==> config.mk <==
export PLATFORM = sky130hd
export DESIGN_NAME = seg_display_arbiter
export DESIGN_NICKNAME = d
export VERILOG_FILES = /design/src/rtl/seg_display_arbiter.sv
export SDC_FILE = /design/constraint.sdc
export NUM_CORES = 1
export LEC_CHECK = 0
export ABC_AREA = 1
export CORE_MARGIN = 2
export CORE_UTILIZATION = 54
export DETAILED_ROUTE_END_ITERATION = 10
export GPL_TIMING_DRIVEN = 0
export HOLD_SLACK_MARGIN = 0.08
export PLACE_DENSITY = 0.8
export SLEW_MARGIN = 20
export SYNTH_ARGS = -nofsm -noshare
export SYNTH_HDL_FRONTEND = slang
export SYNTH_SLANG_ARGS = --single-unit
export TNS_END_PERCENT = 10
==> constraint.sdc <==
create_clock -name clk -period 2.7 [get_ports clk]
set_input_delay 0.405 -clock clk [delete_from_list [all_inputs] [get_ports clk]]
set_output_delay 0.405 -clock clk [all_outputs]
set_load 0.02 [all_outputs]
==> src/rtl/seg_display_arbiter.sv <==
`default_nettype none
// +----------------------------------------------------------------------------+
// | seg_display_arbiter: shares one 32-bit seven-segment word among requesters  |
// | Revision: 1.0                                                               |
// +----------------------------------------------------------------------------+
module seg_display_arbiter #(
    parameter int NREQ  = 4,
    parameter int DWELL = 50_000_000,
    parameter int SW    = $clog2(NREQ)
) (
    input  logic                 clk,
    input  logic                 clr_n,
    input  logic [NREQ-1:0]      req,
    input  logic [NREQ*32-1:0]   data,
    input  logic [NREQ-1:0]      update,
    input  logic                 pin_en,
    input  logic [SW-1:0]        pin_sel,
    input  logic                 freeze,
    output logic [31:0]          disp_x,
    output logic [SW-1:0]        disp_src,
    output logic [NREQ-1:0]      grant,
    output logic                 disp_blank
);

    localparam int            CW         = (DWELL > 2) ? $clog2(DWELL) : 1;
    localparam logic [CW-1:0] CNT_RELOAD = CW'(DWELL - 1);
    localparam logic [SW:0]   NREQ_W     = (SW + 1)'(NREQ);
    localparam logic [SW-1:0] LAST_IDX   = SW'(NREQ - 1);

    typedef enum logic [1:0] {
        ST_IDLE   = 2'd0,
        ST_SHOW   = 2'd1,
        ST_PINNED = 2'd2
    } state_t;

    state_t              state_q, state_d;
    logic [SW-1:0]       owner_q, owner_d;
    logic [SW-1:0]       rr_ptr_q, rr_ptr_d;
    logic [CW-1:0]       cnt_q, cnt_d;
    logic [31:0]         disp_x_q, disp_x_d;
    logic [NREQ-1:0]     grant_q, grant_d;
    logic                blank_q, blank_d;
    logic [31:0]         shadow_q [NREQ];
    logic [31:0]         shadow_d [NREQ];

    logic [SW:0]         pick_ptr;
    logic [SW:0]         pick_nxt;
    logic                pin_ok;
    logic                rearb;

    function automatic logic [SW-1:0] wrap_inc(input logic [SW-1:0] idx);
        return (idx == LAST_IDX) ? '0 : idx + SW'(1);
    endfunction

    // Returns {found, index} of the first set request at or above start, wrapping.
    function automatic logic [SW:0] rr_pick(input logic [NREQ-1:0] r, input logic [SW-1:0] start);
        logic [SW:0]   res;
        logic [SW-1:0] idx;
        int            k;
        res = '0;
        for (int i = NREQ - 1; i >= 0; i--) begin
            k = int'(start) + i;
            if (k >= NREQ) begin
                k = k - NREQ;
            end
            idx = SW'(k);
            if (r[idx]) begin
                res = {1'b1, idx};
            end
        end
        return res;
    endfunction

    always_comb begin
        for (int i = 0; i < NREQ; i++) begin
            shadow_d[i] = update[i] ? data[32*i +: 32] : shadow_q[i];
        end
    end

    always_comb begin
        state_d  = state_q;
        owner_d  = owner_q;
        cnt_d    = cnt_q;
        rr_ptr_d = rr_ptr_q;
        rearb    = 1'b0;
        pick_ptr = rr_pick(req, rr_ptr_q);
        pick_nxt = rr_pick(req, wrap_inc(owner_q));
        pin_ok   = pin_en && ({1'b0, pin_sel} < NREQ_W);

        if (pin_ok) begin
            state_d = ST_PINNED;
            owner_d = pin_sel;
        end else begin
            case (state_q)
                ST_IDLE: begin
                    if (pick_ptr[SW]) begin
                        state_d  = ST_SHOW;
                        owner_d  = pick_ptr[SW-1:0];
                        cnt_d    = CNT_RELOAD;
                        rr_ptr_d = wrap_inc(pick_ptr[SW-1:0]);
                    end
                end
                ST_SHOW: begin
                    // A dropped request or an expired slot both hand over immediately.
                    if (!req[owner_q] || (cnt_q == '0)) begin
                        rearb = 1'b1;
                    end else if (!freeze) begin
                        cnt_d = cnt_q - CW'(1);
                    end
                end
                ST_PINNED: begin
                    if (req[owner_q]) begin
                        state_d = ST_SHOW;
                        cnt_d   = CNT_RELOAD;
                    end else begin
                        rearb = 1'b1;
                    end
                end
                default: begin
                    state_d = ST_IDLE;
                end
            endcase

            if (rearb) begin
                if (pick_nxt[SW]) begin
                    state_d  = ST_SHOW;
                    owner_d  = pick_nxt[SW-1:0];
                    cnt_d    = CNT_RELOAD;
                    rr_ptr_d = wrap_inc(pick_nxt[SW-1:0]);
                end else begin
                    state_d = ST_IDLE;
                end
            end
        end

        grant_d = '0;
        if (state_d != ST_IDLE) begin
            grant_d[owner_d] = 1'b1;
        end
        blank_d = (state_d == ST_IDLE);

        // The display word follows the owner registered last cycle, one cycle behind grant.
        disp_x_d = disp_x_q;
        if ((state_q != ST_IDLE) && !freeze) begin
            disp_x_d = shadow_q[owner_q];
        end
    end

    always_ff @(posedge clk or negedge clr_n) begin
        if (!clr_n) begin
            state_q  <= ST_IDLE;
            owner_q  <= '0;
            rr_ptr_q <= '0;
            cnt_q    <= '0;
            disp_x_q <= '0;
            grant_q  <= '0;
            blank_q  <= 1'b1;
            for (int i = 0; i < NREQ; i++) begin
                shadow_q[i] <= '0;
            end
        end else begin
            state_q  <= state_d;
            owner_q  <= owner_d;
            rr_ptr_q <= rr_ptr_d;
            cnt_q    <= cnt_d;
            disp_x_q <= disp_x_d;
            grant_q  <= grant_d;
            blank_q  <= blank_d;
            for (int i = 0; i < NREQ; i++) begin
                shadow_q[i] <= shadow_d[i];
            end
        end
    end

    assign disp_x     = disp_x_q;
    assign disp_src   = owner_q;
    assign grant      = grant_q;
    assign disp_blank = blank_q;

endmodule
`default_nettype wire

**Word-level counts from Yosys, hierarchy flattened**

Cells that the tools add are included.

- Register bits after elaboration: 197
- Latch bits: 0
- RAM bits: 0
- ROM bits: 0
- Input port bits: 142
- Output and inout bits: 39
- Logic and storage cells: 134
- Memories: 0

- Add/subtract/negate cells: 18
- $mul: 0
- Divide/modulo/power cells: 0
- $lt $le $gt $ge: 20
- Eq/ne operators: 5
- Shifts and indexed selects: 0
- Muxes and demuxes: 69
- Bitwise gates (word level): 1
- Reductions and logical operators: 10

Operators by type and width:

| cell | number |
|---|---|
| 2-to-1 mux 26 bit | 6 |
| one-hot mux 26 bit (3 select lines) | 1 |
| binary-select mux 32 bit (select 2 bit) | 1 |
| 2-to-1 mux 32 bit | 2 |
| 2-to-1 mux 2 bit | 24 |
| < comparator 2 x 3 -> 1 bit, second input constant | 10 |
| zero test 26 bit | 1 |
| subtractor 26 x 1 -> 26 bit, second input constant | 1 |
| 2-to-1 mux 3 bit | 8 |
| >= comparator 3 bit, second input constant | 7 |
| binary-select mux 1 bit (select 2 bit) | 9 |
| subtractor 2 x 1 -> 2 bit, second input constant | 8 |
| 2-to-1 mux 1 bit | 14 |
| adder 2 x 2 -> 3 bit, second input constant | 4 |
| == test 2 bit, second input constant | 4 |
| adder 2 x 1 -> 2 bit, second input constant | 3 |
| adder 2 x 1 -> 3 bit, second input constant | 2 |
| >= comparator 2 x 3 -> 1 bit, second input constant | 2 |
| one-hot mux 2 bit (3 select lines) | 1 |
| zero test 2 bit | 2 |
| 2-to-1 mux 4 bit | 1 |
| nonzero test 2 bit | 2 |
| NOT 2 -> 3 bit | 1 |
| demux 1 bit (select 2 bit) | 1 |
| other kinds (6) | 8 |

**Logic depth before layout (Yosys ltp)**

- Word-level depth: 19
- Gate-level depth with buffers: 16

**Worst setup path before layout**

OpenSTA, ideal clock, no wires.

- Kind: register to register
- Start point: reg owner_q[0] (netlist: disp_src[0])
- End point: reg grant_q[1] (netlist: grant[1])
- Library setup time: 0.123 ns
- Arrival time: 1.831 ns
- Slack: 0.746 ns
- Cell stages (with the launch flop): 16
- Buffers on the path: 0
- Cells stage by stage: dfrtp_1 > ha_1 > nor2_2 > nand2_1 > o21ai_0 > nand2_1 > o21ai_1 > nand2_1 > nand2_1 > nand2_1 > nand3_1 > nand2_1 > nand2_1 > nand2_1 > nand2_1 > nor2_1

- Cells in the longest elaborated chain, start to end: 19
- Elaborated cells between the ends (all ways): 55

Ends and longest elaborated chain:

| element | RTL line | text |
|---|---|---|
| start: declaration | 37 | `logic [SW-1:0] owner_q, owner_d;` |
| start signal: assignment | 163 | `owner_q <= owner_d;` |
| adder 2 x 1 -> 2 bit / == test 2 bit (equally long branches) | 52 | `return (idx == LAST_IDX) ? '0 : idx + SW'(1);` |
| 2-to-1 mux 2 bit | 52 |  |
| adder 2 x 2 -> 3 bit | 62 | `k = int'(start) + i;` |
| >= comparator 3 bit / subtractor 2 x 1 -> 2 bit (equally long branches) | 63, 64 |  |
| 2-to-1 mux 2 bit | 63 | `if (k >= NREQ) begin` |
| binary-select mux 1 bit (select 2 bit) | 67 | `if (r[idx]) begin` |
| 2-to-1 mux 1 bit (not written as such) | 67 |  |
| 2-to-1 mux 3 bit (4 in a row) | 67 |  |
| [... 2 more ...] | - |  |
| 2-to-1 mux 2 bit * | 90 | `if (pin_ok) begin` |
| net owner_d[0] | 37 |  |
| < comparator 2 x 3 -> 1 bit (not written as such) / >= comparator 2 x 1 -> 1 bit (equally long branches) | 138 | `grant_d[owner_d] = 1'b1;` |
| logical AND 1 bit (not written as such) | 138 |  |
| 2-to-1 mux 1 bit (not written as such) | 138 |  |
| demux 1 bit (select 2 bit) * | 138 |  |
| 2-to-1 mux 4 bit * | 137 | `if (state_d != ST_IDLE) begin` |
| net grant_d[1] | 41 | `logic [NREQ-1:0] grant_q, grant_d;` |
| end signal: assignment | 167 | `grant_q <= grant_d;` |
| end: declaration | 41 |  |

Mark *: on every way through the listed nets, which the timed path passes. The rest lies on a longest branch. The select of a mux whose other input is x is not followed.
A chain may end at the register's enable or synchronous reset.

**Worst setup path in the final report**

- Start point: reg cnt_q[0]
- End point: reg grant_q[3] (netlist: grant[3])

- Cells in the longest elaborated chain, start to end: 12
- Elaborated cells between the ends (all ways): 16

Ends and longest elaborated chain:

| element | RTL line | text |
|---|---|---|
| start: declaration | 39 | `logic [CW-1:0] cnt_q, cnt_d;` |
| start signal: assignment | 165 | `cnt_q <= cnt_d;` |
| zero test 26 bit * | 105 | `if (!req[owner_q] \|\| (cnt_q == '0)) begin` |
| logical OR 1 bit * | 105 |  |
| 2-to-1 mux 1 bit * | 105 |  |
| one-hot mux 1 bit (2 select lines) * | 94 | `case (state_q)` |
| 2-to-1 mux 1 bit * | 90 |  |
| 2-to-1 mux 2 bit | 124 | `if (rearb) begin` |
| 2-to-1 mux 2 bit | 90 |  |
| < comparator 2 x 3 -> 1 bit (not written as such) / >= comparator 2 x 1 -> 1 bit (equally long branches) | 138 |  |
| logical AND 1 bit (not written as such) | 138 |  |
| 2-to-1 mux 1 bit (not written as such) | 138 |  |
| demux 1 bit (select 2 bit) | 138 |  |
| 2-to-1 mux 4 bit * | 137 |  |
| net grant_d[3] | 41 |  |

Marks and branches as above.

==> run_results.csv <==
group,metric,value,unit
worst_setup_path,cp_max_fo,10,
route,wl_per_cell,17.0,um
yosys,synthAdderAreaFrac,0.00846,
worst_setup_path,reg2reg_from,"cnt_q[0]",
yosys,synth_cell_types,37,
timing,worst_slack,0.297,ns
yosys,syn_avg_cell_area,8.10,um2
global_routing,overflow,0,
route,vias,9446,
placed_design,port_buffers,175,
worst_setup_path,reg2reg_to,"grant[3]",
timing,fmax,416,MHz
global_routing,grt_pass1_wl,46900,um
timing,final_max_slew_viol_count,0,
worst_setup_path,regToRegSetupSlack,0.30,ns
timing,slew_headroom,0.477,
yosys,ys_warn_count,0,
placed_design,gp_congestion,0.920,
global_routing,grt_pass1_vias,9267,
worst_setup_path,crit_path_end_kind,"flip-flop",
die,die_h,142,um
worst_setup_path,cp_data_arrival_time,2.72,ns
die,num_rows,50,
hold_path,hold_end,"shadow_q[65]",
timing,setup_viol,0,
yosys,synth.yosys.seq_area_share,0.476,
worst_setup_path,startpoint_type,"flip-flop",
clock_tree,cts_tree,"yes",
placed_design,pre_cts_ws,-0.114,ns
die,core,18800,um2
run,drv_cap,0,
yosys,synth_compound_area_frac,0.164,
yosys,synthXorXnorAreaFrac,0.00254,
hold_path,whs_path_depth,2,
cells_and_area,fillCellCount,1518,
die,start_util,0.552,
worst_setup_path,crit_start,"cnt_q[0]",
cells_and_area,final_area,13100,um2
worst_setup_path,crit_type,"reg -> reg",
power_and_ir_drop,power_density,943,nW/um2
yosys,synth_top_family_by_area,"simple AND/OR/NAND/NOR gates",
die,die_area,20300,um2
worst_setup_path,reg2regPathDepth,13,
cells_and_area,final_util,0.696,
cells_and_area,area_growth,26.2,%
clock_tree,clock-sinks,197,
die,die_w,142,um
global_routing,grt_max_degree,94,
global_routing,grt_usage,0.297,
cells_and_area,nNetsFinal,1625,
clock_tree,clkTransAtPathRegs,0.08,ns
timing,grt_setup_unrepaired,"no",
timing,fin_crit_sh,0.890,
yosys,synthSimpleGateAreaFrac,0.200,
power_and_ir_drop,ir_worst_vdd,0.516,mV
timing,fin_crit,2.40,ns
hold_path,min_from,"update[1]",
clock_tree,clockBufferDepth,2,
timing,tightest_slew,0.782,ns
clock_tree,cts_root_buf,"clkbuf_16",
placed_design,placed_cell_area,12500,um2
yosys,synthCells,1279,
clock_tree,clk_latency,0.43,ns
route,drt_wl_total,29300,um
yosys,synth_area,10400,um2
route,viasPerCell,5.47,
placed_design,dp_hpwl,22500,um
global_routing,antenna_found_initial,3,
status,status,"finished, final reports clean",
route,dr.pass1.iters,5,
timing,finalHoldViolations,0,
worst_setup_path,required,3.02,ns
yosys,synth_seq_cells,197,
clock_tree,cts_max_level,4,
route,antenna_left,0,
cells_and_area,layout-drive-gt1-share,0.108,
route,drcViolationCount,0,
route,drtIter0Drc,629,
yosys,syn-num-nets,1428,
clock_tree,cts-buffers-inserted,17,
yosys,muxShareOfSynthArea,0.0696,
power_and_ir_drop,p_leak,5.87,nW
hold_path,holdCritPathClass,"in -> reg",
die,io_pins,181,
timing,skew,0.0155,ns
## metrics by stage
step	instances	power [mW]	hold slack [ns]	TNS, ns
2_1_floorplan	1279	7.74	0.109	0
6_report	1726	12.3	0.390	0
5_1_grt	1725	13.2	0.407	0
3_5_place_dp	1690	9.78	0.284	-0.760
4_1_cts	1723	12.3	0.393	0
3_3_place_gp	1688	9.63	0.483	-1349.99
## worst max-delay path, stage by stage, from the launching register on
cell,delay (ns)
dfrtp_1,0.43
inv_1,0.21
ha_1,0.25
inv_1,0.06
nor2_1,0.10
nand2_1,0.07
nor2_2,0.12
nand2_2,0.08
nand2_4,0.16
nand3_1,0.15
o21ai_0,0.24
nand3_1,0.21
nand2_1,0.14
nor2_1,0.06
## flip-flops by register name, summed over array words and instances, names as in the netlist
register,cells
rr_ptr_q,2
cnt_q,26
state_q,2
shadow_q,128
grant,4
disp_blank,1
disp_src,2
disp_x,32
## layer usage
layer	track usage	up-vias	part of all wire
met5	0	-	0
met4	0.132	0	0.039
met3	0.0572	66	0.059
met2	0.493	313	0.49
met1	0.379	4453	0.41
li1	-	4614	-
## cell type report
| cell class | count | area, um2 | area share |
|---|---|---|---|
| antenna | 3 | 7.51 | 0.000574 |
| buffer | 71 | 344 | 0.0263 |
| clock buffer | 18 | 429 | 0.0328 |
| clock inverter | 14 | 159 | 0.0122 |
| inverter | 128 | 482 | 0.0369 |
| multi-input combinational | 883 | 4600 | 0.352 |
| sequential | 197 | 4930 | 0.377 |
| tap | 234 | 293 | 0.0224 |
| timing repair buffer | 178 | 1820 | 0.139 |
## cell usage after synthesis, drive strengths merged
master	n	area share
clkbuf	47	0.017
and2	1	0.00060
or2	1	0.00060
xor2	3	0.0025
clkinv	2	0.00085
o21ai	157	0.076
mux2	64	0.070
nand4	12	0.0087
nand2	306	0.11
a22oi	9	0.0065
buf	24	0.016
o211ai	3	0.0022
o22ai	1	0.00060
nand3	64	0.031
dfrtp	196	0.47
a31oi	33	0.020
dfstp	1	0.0025
ha	7	0.0085
nor2	105	0.040
a21oi	109	0.058
inv	126	0.046
and3	1	0.00060
nor3	7	0.0043
## cell families (layout without fill, tap and decap cells)
| logic type | Yosys count | after routing |
|---|---|---|
| AO/OA/AOI/OAI | 312 | 312 |
| XOR/XNOR | 3 | 3 |
| adder cells (fa/ha/maj) | 7 | 7 |
| buffers and inverters | 199 | 409 |
| flip-flops | 197 | 197 |
| multiplexers | 64 | 64 |
| other | 0 | 3 |
| AND/OR/NAND/NOR | 497 | 497 |
## cells in the final DEF (no fill, tap or decap), types with 4 or more instances in the layout
cell type	instances
nand2_2	8
a21oi_1	93
o21ai_0	153
nor2_2	7
nand4_1	11
clkdlybuf4s50_1	174
nand2_1	296
clkinv_8	4
inv_2	7
a22oi_1	9
clkbuf_1	48
clkbuf_16	17
dfrtp_1	196
buf_1	9
ha_1	6
a21oi_2	16
nor2_1	98
nor3_1	5
mux2_2	64
a31oi_1	33
buf_6	5
nand3_1	64
inv_1	119
buf_2	7
## power breakdown
part / total, mW / leakage (nW) / switching [mW] / internal (mW)
combinational: 5.76 / 3.27 / 3.60 / 2.16
sequential: 4.07 / 2.32 / 0.491 / 3.57
clock: 2.51 / 0.283 / 1.27 / 1.24
total: 12.3 / 5.87 / 5.36 / 6.98
## timing repair
item                                    4_1_cts  5_1_grt
endpoints found under the setup margin        0       11
resized for setup                             0        2
setup buffers                                 0        0
hold buffers                                  1        0
endpoints found under the hold margin        29        0
## worst max-delay path by stage
stage | to | slack (ns)
6_report | grant[3] | 0.30
5_1_grt | cnt_q[14] | 0.02
4_1_cts | cnt_q[25] | 0.15
3_5_place_dp | cnt_q[25] | -0.11
3_3_place_gp | shadow_q[89] | -6.88
2_1_floorplan | grant[1] | 0.75
(Power assumes the default switching activity.)
